--- src/rtl/qft3_measure_unit_pkg.sv ---
// Shared widths, counts and FSM encoding for the QFT measurement unit.
package qft3_measure_unit_pkg;
    localparam int TOTAL_WIDTH  = 8;
    localparam int PIPE_LATENCY = 26;
    localparam int MAG_W        = 2 * TOTAL_WIDTH;
    localparam int IDX_W        = 3;
    localparam int N_BASIS      = 8;
    localparam int SUM_W        = MAG_W + 3;

    typedef enum logic [1:0] {
        ST_IDLE = 2'd0,
        ST_SCAN = 2'd1,
        ST_DONE = 2'd2
    } meas_state_t;
endpackage

--- src/rtl/qft3_measure_unit_mag_sq.sv ---
// Combinational |a|^2 of a signed S3.4 complex value, exact for (-128)^2.
module qft_mag_sq
    import qft3_measure_unit_pkg::*;
(
    input  logic signed [TOTAL_WIDTH-1:0] i_re,
    input  logic signed [TOTAL_WIDTH-1:0] i_im,
    output logic        [MAG_W-1:0]       o_mag
);
    logic signed [MAG_W-1:0] w_re_x;
    logic signed [MAG_W-1:0] w_im_x;
    logic signed [MAG_W-1:0] w_re_sq;
    logic signed [MAG_W-1:0] w_im_sq;

    assign w_re_x  = MAG_W'(i_re);
    assign w_im_x  = MAG_W'(i_im);
    assign w_re_sq = w_re_x * w_re_x;
    assign w_im_sq = w_im_x * w_im_x;
    // Each square is at most 16384, so the unsigned sum (max 32768) fits MAG_W.
    assign o_mag   = $unsigned(w_re_sq) + $unsigned(w_im_sq);
endmodule

--- src/rtl/qft3_measure_unit.sv ---
// Measurement stage after the QFT core: snapshot, sequential argmax of |a|^2.
// Optional total-energy accumulator enabled by defining QFT_MEAS_ENERGY_EN.
module qft3_measure_unit
    import qft3_measure_unit_pkg::*;
(
    input  logic                          clk,
    input  logic                          rst_n,
    input  logic                          in_valid,
    input  logic signed [TOTAL_WIDTH-1:0] f000_r,
    input  logic signed [TOTAL_WIDTH-1:0] f000_i,
    input  logic signed [TOTAL_WIDTH-1:0] f001_r,
    input  logic signed [TOTAL_WIDTH-1:0] f001_i,
    input  logic signed [TOTAL_WIDTH-1:0] f010_r,
    input  logic signed [TOTAL_WIDTH-1:0] f010_i,
    input  logic signed [TOTAL_WIDTH-1:0] f011_r,
    input  logic signed [TOTAL_WIDTH-1:0] f011_i,
    input  logic signed [TOTAL_WIDTH-1:0] f100_r,
    input  logic signed [TOTAL_WIDTH-1:0] f100_i,
    input  logic signed [TOTAL_WIDTH-1:0] f101_r,
    input  logic signed [TOTAL_WIDTH-1:0] f101_i,
    input  logic signed [TOTAL_WIDTH-1:0] f110_r,
    input  logic signed [TOTAL_WIDTH-1:0] f110_i,
    input  logic signed [TOTAL_WIDTH-1:0] f111_r,
    input  logic signed [TOTAL_WIDTH-1:0] f111_i,
    output logic                          meas_valid,
    output logic        [IDX_W-1:0]       meas_index,
    output logic        [MAG_W-1:0]       meas_prob,
    output logic        [SUM_W-1:0]       total_energy,
    output logic                          busy,
    output logic                          overrun
);
    logic        [PIPE_LATENCY-1:0] r_dly;
    logic                           w_cap_strobe;
    meas_state_t                    r_state;
    meas_state_t                    w_state_nxt;
    logic        [IDX_W-1:0]        r_cnt;
    logic signed [TOTAL_WIDTH-1:0]  w_f_r    [N_BASIS];
    logic signed [TOTAL_WIDTH-1:0]  w_f_i    [N_BASIS];
    logic signed [TOTAL_WIDTH-1:0]  r_snap_r [N_BASIS];
    logic signed [TOTAL_WIDTH-1:0]  r_snap_i [N_BASIS];
    logic signed [TOTAL_WIDTH-1:0]  w_sel_r;
    logic signed [TOTAL_WIDTH-1:0]  w_sel_i;
    logic        [MAG_W-1:0]        w_mag;
    logic        [MAG_W-1:0]        r_best;
    logic        [IDX_W-1:0]        r_idx;
    logic                           w_take_best;
    logic                           w_capture;
    logic                           r_meas_valid;
    logic        [IDX_W-1:0]        r_meas_index;
    logic        [MAG_W-1:0]        r_meas_prob;
    logic                           r_overrun;

    always_comb begin
        w_f_r[0] = f000_r;  w_f_i[0] = f000_i;
        w_f_r[1] = f001_r;  w_f_i[1] = f001_i;
        w_f_r[2] = f010_r;  w_f_i[2] = f010_i;
        w_f_r[3] = f011_r;  w_f_i[3] = f011_i;
        w_f_r[4] = f100_r;  w_f_i[4] = f100_i;
        w_f_r[5] = f101_r;  w_f_i[5] = f101_i;
        w_f_r[6] = f110_r;  w_f_i[6] = f110_i;
        w_f_r[7] = f111_r;  w_f_i[7] = f111_i;
    end

    // Valid tag follows the core's fixed latency; the last tap marks the capture cycle.
    always_ff @(posedge clk or negedge rst_n) begin
        if (!rst_n) r_dly <= '0;
        else        r_dly <= {r_dly[PIPE_LATENCY-2:0], in_valid};
    end
    assign w_cap_strobe = r_dly[PIPE_LATENCY-1];
    assign w_capture    = (r_state == ST_IDLE) && w_cap_strobe;

    always_ff @(posedge clk or negedge rst_n) begin
        if (!rst_n) r_state <= ST_IDLE;
        else        r_state <= w_state_nxt;
    end

    always_comb begin
        w_state_nxt = r_state;
        case (r_state)
            ST_IDLE: if (w_cap_strobe) w_state_nxt = ST_SCAN;
            ST_SCAN: if (r_cnt == IDX_W'(N_BASIS - 1)) w_state_nxt = ST_DONE;
            ST_DONE: w_state_nxt = ST_IDLE;
            default: w_state_nxt = ST_IDLE;
        endcase
    end

    assign w_sel_r = r_snap_r[r_cnt];
    assign w_sel_i = r_snap_i[r_cnt];

    qft_mag_sq u_mag_sq (
        .i_re  (w_sel_r),
        .i_im  (w_sel_i),
        .o_mag (w_mag)
    );

    // Strict compare keeps the lowest index on ties; index 0 always seeds the search.
    assign w_take_best = (r_cnt == '0) || (w_mag > r_best);

    always_ff @(posedge clk) begin
        if (w_capture) begin
            for (int k = 0; k < N_BASIS; k++) begin
                r_snap_r[k] <= w_f_r[k];
                r_snap_i[k] <= w_f_i[k];
            end
            r_best <= '0;
            r_idx  <= '0;
        end else if ((r_state == ST_SCAN) && w_take_best) begin
            r_best <= w_mag;
            r_idx  <= r_cnt;
        end
    end

    always_ff @(posedge clk or negedge rst_n) begin
        if (!rst_n) begin
            r_cnt        <= '0;
            r_meas_valid <= 1'b0;
            r_meas_index <= '0;
            r_meas_prob  <= '0;
            r_overrun    <= 1'b0;
        end else begin
            r_meas_valid <= (r_state == ST_DONE);
            if (r_state == ST_SCAN) r_cnt <= r_cnt + 1'b1;
            else                    r_cnt <= '0;
            if (r_state == ST_DONE) begin
                r_meas_index <= r_idx;
                r_meas_prob  <= r_best;
            end
            if (w_cap_strobe && (r_state != ST_IDLE)) r_overrun <= 1'b1;
        end
    end

`ifdef QFT_MEAS_ENERGY_EN
    logic [SUM_W-1:0] r_sum;
    logic [SUM_W-1:0] r_total;

    always_ff @(posedge clk) begin
        if (w_capture)                 r_sum <= '0;
        else if (r_state == ST_SCAN)   r_sum <= r_sum + SUM_W'(w_mag);
    end

    always_ff @(posedge clk or negedge rst_n) begin
        if (!rst_n)                    r_total <= '0;
        else if (r_state == ST_DONE)   r_total <= r_sum;
    end
    assign total_energy = r_total;
`else
    assign total_energy = '0;
`endif

    assign meas_valid = r_meas_valid;
    assign meas_index = r_meas_index;
    assign meas_prob  = r_meas_prob;
    assign busy       = (r_state != ST_IDLE);
    assign overrun    = r_overrun;
endmodule
--- config.mk ---
export PLATFORM = sky130hd
export DESIGN_NAME = qft3_measure_unit
export DESIGN_NICKNAME = d
export VERILOG_FILES = /design/src/rtl/qft3_measure_unit_pkg.sv /design/src/rtl/qft3_measure_unit_mag_sq.sv /design/src/rtl/qft3_measure_unit.sv
export SDC_FILE = /design/constraint.sdc
export NUM_CORES = 1
export LEC_CHECK = 0
export BUFFER_PORTS_ARGS = -buffer_cell sky130_fd_sc_hd__buf_4
export CAP_MARGIN = 20
export CORE_AREA = 2 2 160 162
export CTS_BUF_LIST = sky130_fd_sc_hd__clkbuf_8
export CTS_CLUSTER_DIAMETER = 200
export CTS_CLUSTER_SIZE = 8
export DETAILED_ROUTE_END_ITERATION = 8
export DIE_AREA = 0 0 162 164
export MAX_ROUTING_LAYER = met4
export PLACE_DENSITY = 0.7
export SLEW_MARGIN = 20
export SYNTH_ARGS = -nofsm -noshare
export SYNTH_HDL_FRONTEND = slang
export SYNTH_SLANG_ARGS = --single-unit
export TNS_END_PERCENT = 5
--- constraint.sdc ---
create_clock -name clk -period 14.3 [get_ports clk]
set_clock_uncertainty 0.15 [all_clocks]
set_input_delay 2.86 -clock clk [delete_from_list [all_inputs] [get_ports clk]]
set_output_delay 2.86 -clock clk [all_outputs]
set_load 0.02 [all_outputs]
## Word-level counts from Yosys, hierarchy flattened

Memory sizes are Yosys's and may differ from the RTL's.
Cells that the tools add are included.

- Latch bits: 0
- Word-level logic and storage cells: 35
- Memory bits (writable): 128
- Flip-flop bits (word level): 71
- Output and inout port bits: 41
- Input bits: 131
- Memories: 2
- Memory bits (read-only): 0

Memory list:

| memory | words | bits a word | rd ports | clocked after memory_dff | wr ports | RTL line | text |
|---|---|---|---|---|---|---|---|
| r_snap_i | 8 | 8 | 1 | 0 | 8 | qft3_measure_unit.sv:40 | `logic signed [TOTAL_WIDTH-1:0] r_snap_i [N_BASIS];` |
| r_snap_r | 8 | 8 | 1 | 0 | 8 | qft3_measure_unit.sv:39 | `logic signed [TOTAL_WIDTH-1:0] r_snap_r [N_BASIS];` |

- Bitwise operators: 0
- Add/subtract/negate cells: 2
- Reduce and logical (&&, ||, !) cells: 8
- Div/mod/pow operators: 0
- Equality and inequality tests: 5
- Multiplexer cells: 6
- Order comparisons: 1
- Multipliers: 2
- Shifts and indexed selects: 0

Operators by type and width:

| operator | count |
|---|---|
| $mul A8 B8 Y16 | 2 |
| $add A16 B16 Y16 | 1 |
| $gt A16 B16 Y1 | 1 |
| $mux W2 | 2 |
| $ne A2 B2 Y1 const B | 2 |
| $pmux W2 S2 | 1 |
| $add A3 B1 Y3 const B | 1 |
| $eq A3 B3 Y1 const B | 1 |
| $logic_and A1 B1 Y1 | 3 |
| $logic_not A3 Y1 | 1 |
| $mux W3 | 1 |
| $eq A2 B1 Y1 const B | 1 |
| $eq A2 B2 Y1 const B | 1 |
| $logic_not A2 Y1 | 1 |
| $mux W1 | 2 |
| $reduce_and A2 Y1 | 1 |
| $reduce_bool A2 Y1 | 1 |
| $logic_or A1 B1 Y1 | 1 |

## Longest topological paths before layout

An unclocked memory read counts as a cell.

- Depth in word-level cells: 6
- Depth in mapped cells: 35
- Gate-level depth less buffers: 31

## By module

A second synthesis with hierarchy kept.

- Cell total of the unflattened synthesis: 988
- Area total of the unflattened synthesis: 12570.8 um^2

Modules (own cells, without submodules):

| module | area an instance (um^2) | cells an instance | times used |
|---|---|---|---|
| qft3_measure_unit | 8066.5 | 513 | 1 |
| qft_mag_sq | 4504.3 | 475 | 1 |

## Least setup slack after synthesis

OpenSTA, ideal clock, no wires.

- Path kind: register to register
- Start: register r_cnt[0]
- End: register r_best[3]
- Data arrival time: 7.318 ns
- Stages on the path, launching flop included: 31
- Path slack: 6.515 ns
- Setup time: 0.317 ns
- Period minus slack after synthesis: 7.785 ns
- Cell sequence: dfrtp_1 -> buf_6 -> buf_8 -> buf_6 -> mux4_2 -> nand2_1 -> nand2_1 -> nand2_1 -> inv_1 -> fa_1 -> fa_1 -> fa_1 -> fa_1 -> fa_1 -> inv_1 -> fa_1 -> inv_1 -> ha_1 -> o21ai_0 -> o21bai_1 -> a21boi_0 -> o21a_1 -> nor2_1 -> ha_1 -> a41o_1 -> a21oi_1 -> o211ai_1 -> o21ai_1 -> buf_4 -> mux2i_1 -> nor2_1

- Word-level cells in the longest chain between the ends: 6
- Elaborated cells between the ends (all ways): 9

Ends and longest elaborated chain:

| element | RTL line | text |
|---|---|---|
| from (decl) | qft3_measure_unit.sv:36 | `logic [IDX_W-1:0] r_cnt;` |
| from (signal assigned) | qft3_measure_unit.sv:122 | `if (r_state == ST_SCAN) r_cnt <= r_cnt + 1'b1;` |
| $mem_v2 Z8 W8, on equally long branches | n/a |  |
| $mul A8 B8 Y16, on equally long branches | qft3_measure_unit_mag_sq.sv:16, qft3_measure_unit_mag_sq.sv:17 |  |
| $add A16 B16 Y16 (*) | qft3_measure_unit_mag_sq.sv:19 | `assign o_mag = $unsigned(w_re_sq) + $unsigned(w_im_sq);` |
| net u_mag_sq.o_mag[11] | qft3_measure_unit_mag_sq.sv:7 | `output logic [MAG_W-1:0] o_mag` |
| $gt A16 B16 Y1 (*) | qft3_measure_unit.sv:97 | `assign w_take_best = (r_cnt == '0) \|\| (w_mag > r_best);` |
| $logic_or A1 B1 Y1 (*) | qft3_measure_unit.sv:97 |  |
| $logic_and A1 B1 Y1 (*) | qft3_measure_unit.sv:107 | `end else if ((r_state == ST_SCAN) && w_take_best) begin` |
| to (signal assigned) | qft3_measure_unit.sv:108 | `r_best <= w_mag;` |
| to (decl) | qft3_measure_unit.sv:44 | `logic [MAG_W-1:0] r_best;` |

Mark *: on every way through the listed nets, which the timed path passes. The rest lies on a longest branch.
A chain may end at the register's enable or synchronous reset.

## Worst setup path after layout

- Start: register r_cnt[0]
- End: register r_idx[2]

- Word-level cells in the longest chain between the ends: 6
- Elaborated cells between the ends (all ways): 9

Ends and longest elaborated chain:

| element | RTL line | text |
|---|---|---|
| $mem_v2 Z8 W8, on equally long branches | n/a |  |
| $mul A8 B8 Y16, on equally long branches | qft3_measure_unit_mag_sq.sv:16, qft3_measure_unit_mag_sq.sv:17 |  |
| $add A16 B16 Y16 (*) | qft3_measure_unit_mag_sq.sv:19 |  |
| net u_mag_sq.o_mag[13] | qft3_measure_unit_mag_sq.sv:7 |  |
| $gt A16 B16 Y1 (*) | qft3_measure_unit.sv:97 |  |
| $logic_or A1 B1 Y1 (*) | qft3_measure_unit.sv:97 |  |
| $logic_and A1 B1 Y1 (*) | qft3_measure_unit.sv:107 |  |
| to (signal assigned) | qft3_measure_unit.sv:109 | `r_idx <= r_cnt;` |
| to (decl) | qft3_measure_unit.sv:45 | `logic [IDX_W-1:0] r_idx;` |

Marks and branches as above.

==> results.sh <==
export IMPL_dr_wl_met3_mm=1.38
export IMPL_routed_top_layer="met4"
export IMPL_clock_latency_ns=0.48
export IMPL_h_tree_depth=4
export IMPL_die_height_um=164
export IMPL_fin_tns_setup_ns=0
export IMPL_grt_pass1_vias=7357
export IMPL_drt_iter0_drc=332
export IMPL_end_kind="flop"
export IMPL_finalHoldViolations=0
export IMPL_fmax_mhz=112
export IMPL_slowest_stage="mux4_2"
export IMPL_max_cap_viol_count=0
export IMPL_syn_instance_count=931
export IMPL_clock_path_buffers=2
export IMPL_slew_headroom=0.441
export IMPL_start_util=0.494
export IMPL_ys_async_sr_fraction=0.261
export IMPL_synth_distinct_cells=54
export IMPL_syn2layout_area_growth_pct=14.7
export IMPL_holdPathStages=0
export IMPL_antenna_found_initial=0
export IMPL_place_hpwl_mm=18.6
export IMPL_synth_avg_cell_area_um2=13.2
export IMPL_drc=0
export IMPL_worst_ep_arrival_time_ns=9.12
export IMPL_core_um2=24800
export IMPL_reg2reg_depth=30
export IMPL_grt_use_total=0.194
export IMPL_cts_root_buf="clkbuf_8"
export IMPL_pre_cts_ws_ns=5.33
export IMPL_postCtsSetupRepairBufs=0
export IMPL_cp_data_required_time_ns=14.48
export IMPL_postCtsHoldBufs=0
export IMPL_drv_slew=0
export IMPL_path_delay_family="adder cells"
export IMPL_numCtsBuffers=17
export IMPL_holdCritPathClass="reg -> reg"
export IMPL_path_clk_slew_ns=0.12
export IMPL_dieArea_um2=26600
export IMPL_met2_length_mm=11.6
export IMPL_synthMuxAreaShare=0.0965
export IMPL_vias=7007
export IMPL_grt_overflow=0
export IMPL_critPathKind="reg -> reg"
export IMPL_hp_start="r_dly[20]"
export IMPL_grt_pass1_wl_mm=38.1
export IMPL_diodes=0
export IMPL_cts_resized_gates=0
export IMPL_ant_nets=0
export IMPL_fill_cells=2031
export IMPL_synth_flop_cell="edfxtp_1"
export IMPL_rsz0062_at_grt="false"
export IMPL_path_buf_inv=7
export IMPL_cts_tree="built"
export IMPL_via_per_inst=4.91
export IMPL_drt_met1_wl_mm=10.2
export IMPL_setup_viol=0
export IMPL_synth_top_family_by_area="adder cells"
export IMPL_synth_adder_area_share=0.261
export IMPL_r2r_slack_ns=5.36
export IMPL_period_minus_slack_ns=8.94
export IMPL_synth_seq_cells=199
export IMPL_rr_endpoint="r_idx[2]"
export IMPL_cp_start_kind="flop"
export IMPL_r2r_start="r_cnt[0]"
export IMPL_cp_common_cell="fa_1"
export IMPL_syn_area_um2=12300
export IMPL_fin_nets=1401
export IMPL_min_period_over_period=0.625
export IMPL_synth_compound_area_frac=0.0330
export IMPL_synth_xor_area_share=0.0204
export IMPL_min_to="r_dly[21]"
export IMPL_status="finished, final reports clean"
export IMPL_worstPathMaxFanout=26
export IMPL_routed_wirelength_mm=23.5
export IMPL_ys_seq_area_frac=0.451
export IMPL_ioPinCount=172
export IMPL_tightest_slew_ns=0.838
export IMPL_avgRoutedWirePerCell_um=16.5
export IMPL_yosys_area_share_simple=0.0587
export IMPL_gp_congestion=0.845
export IMPL_synth_edf_count=128
export IMPL_clock_sinks=199
export IMPL_layout_setup_ws_ns=5.36
export IMPL_die_w_um=162
export IMPL_synth_warnings=0
export IMPL_drive_gt1_frac=0.233
export IMPL_crit_path_max_incr_delay_ns=0.61
export IMPL_first_pass_iters=5
export IMPL_io_buffers=152
export IMPL_grt_max_degree=69
export IMPL_rows=58
placed cells by master, fill, tap and decap left out, drive strengths merged, types with 2 or more instances in the layout:
master / Yosys / routed
nand3: 4 / 4
xor2: 6 / 6
o21a: 6 / 6
nand4: 3 / 3
mux2i: 28 / 28
nand2: 44 / 44
mux4: 32 / 32
ha: 70 / 70
o21bai: 3 / 3
clkbuf: 10 / 17
nand2b: 5 / 5
a21o: 5 / 5
o211ai: 2 / 2
nor2: 74 / 74
inv: 182 / 190
fa: 116 / 116
mux2: 5 / 5
nor3: 2 / 2
nor2b: 8 / 8
clkinv: 0 / 7
dfrtp: 52 / 52
edfxtp: 128 / 128
and2: 7 / 7
or2: 11 / 11
dfxtp: 19 / 19
o21ai: 24 / 24
buf: 32 / 158
conb: 1 / 19
a21oi: 18 / 18
xnor2: 20 / 20
cell usage after synthesis, drive strengths merged (6+ instances only):
master | count | share of area
or2 | 11 | 0.0056
a21oi | 18 | 0.0074
clkbuf | 10 | 0.0032
nor2b | 8 | 0.0041
ha | 70 | 0.071
and2 | 7 | 0.0037
o21a | 6 | 0.0037
mux2i | 28 | 0.033
fa | 116 | 0.19
xnor2 | 20 | 0.014
xor2 | 6 | 0.0043
edfxtp | 128 | 0.31
dfxtp | 19 | 0.031
dfrtp | 52 | 0.11
nor2 | 74 | 0.023
o21ai | 24 | 0.0098
nand2 | 44 | 0.013
inv | 182 | 0.056
mux4 | 32 | 0.059
buf | 32 | 0.020
metrics by stage:
step                instance area (um^2)  hold WS (ns)  std cells  utilization
floorplan                          12300         0.181        949            -
global placement                   13600         0.181       1395        0.550
detailed placement                 13600         0.185       1395        0.550
CTS                                14100         0.209       1427        0.566
global route                       14100         0.207       1427        0.566
finish                             14100         0.195       1427        0.566
worst max-delay path by stage:
stage / endpoint / slack, ns / cells after the start / from
2_1_floorplan: r_best[3] / 6.51 / 30 / r_cnt[0]
3_3_place_gp: r_best[11] / 5.53 / 30 / r_cnt[0]
3_5_place_dp: r_best[11] / 5.33 / 30 / r_cnt[0]
4_1_cts: r_idx[2] / 5.31 / 30 / r_cnt[0]
5_1_grt: r_idx[1] / 4.74 / 27 / r_cnt[0]
6_report: r_idx[2] / 5.36 / 30 / r_cnt[0]
kinds of logic (layout without fill, tap and decap cells):
group                    after synthesis  in the layout
buffers and inverters                224            372
flip-flops                           199            199
adder cells (fa/ha/maj)              186            186
AND/OR/NAND/NOR                      162            162
AO/OA/AOI/OAI                         67             67
multiplexers                          65             65
XOR/XNOR                              27             27
other                                  1             19
state kept, by name (all words and copies together) (netlist names):
signal      flops
meas_index      3
meas_prob      16
meas_valid      1
overrun         1
r_best         16
r_cnt           3
r_dly          26
r_idx           3
r_snap_i       64
r_snap_r       64
r_state         2
per-layer routing:
metal | GRT usage | vias up
met3 | 0.0361 | 22
met1 | 0.257 | 3446
met4 | 0.0459 | 0
met5 | - | -
li1 | - | 3309
met2 | 0.315 | 230
layout make-up:
type / instances / area (um^2) / area share
tap: 330 / 413 / 0.0294
clock buffer: 17 / 234 / 0.0166
inverter: 182 / 686 / 0.0488
timing repair buffer: 158 / 1190 / 0.0844
sequential: 199 / 5530 / 0.393
multi-input combinational: 526 / 5840 / 0.415
clock inverter: 15 / 175 / 0.0125
Power is not shown: default switching activity piles up to over one toggle a cycle in this logic, so the estimate is an artifact.
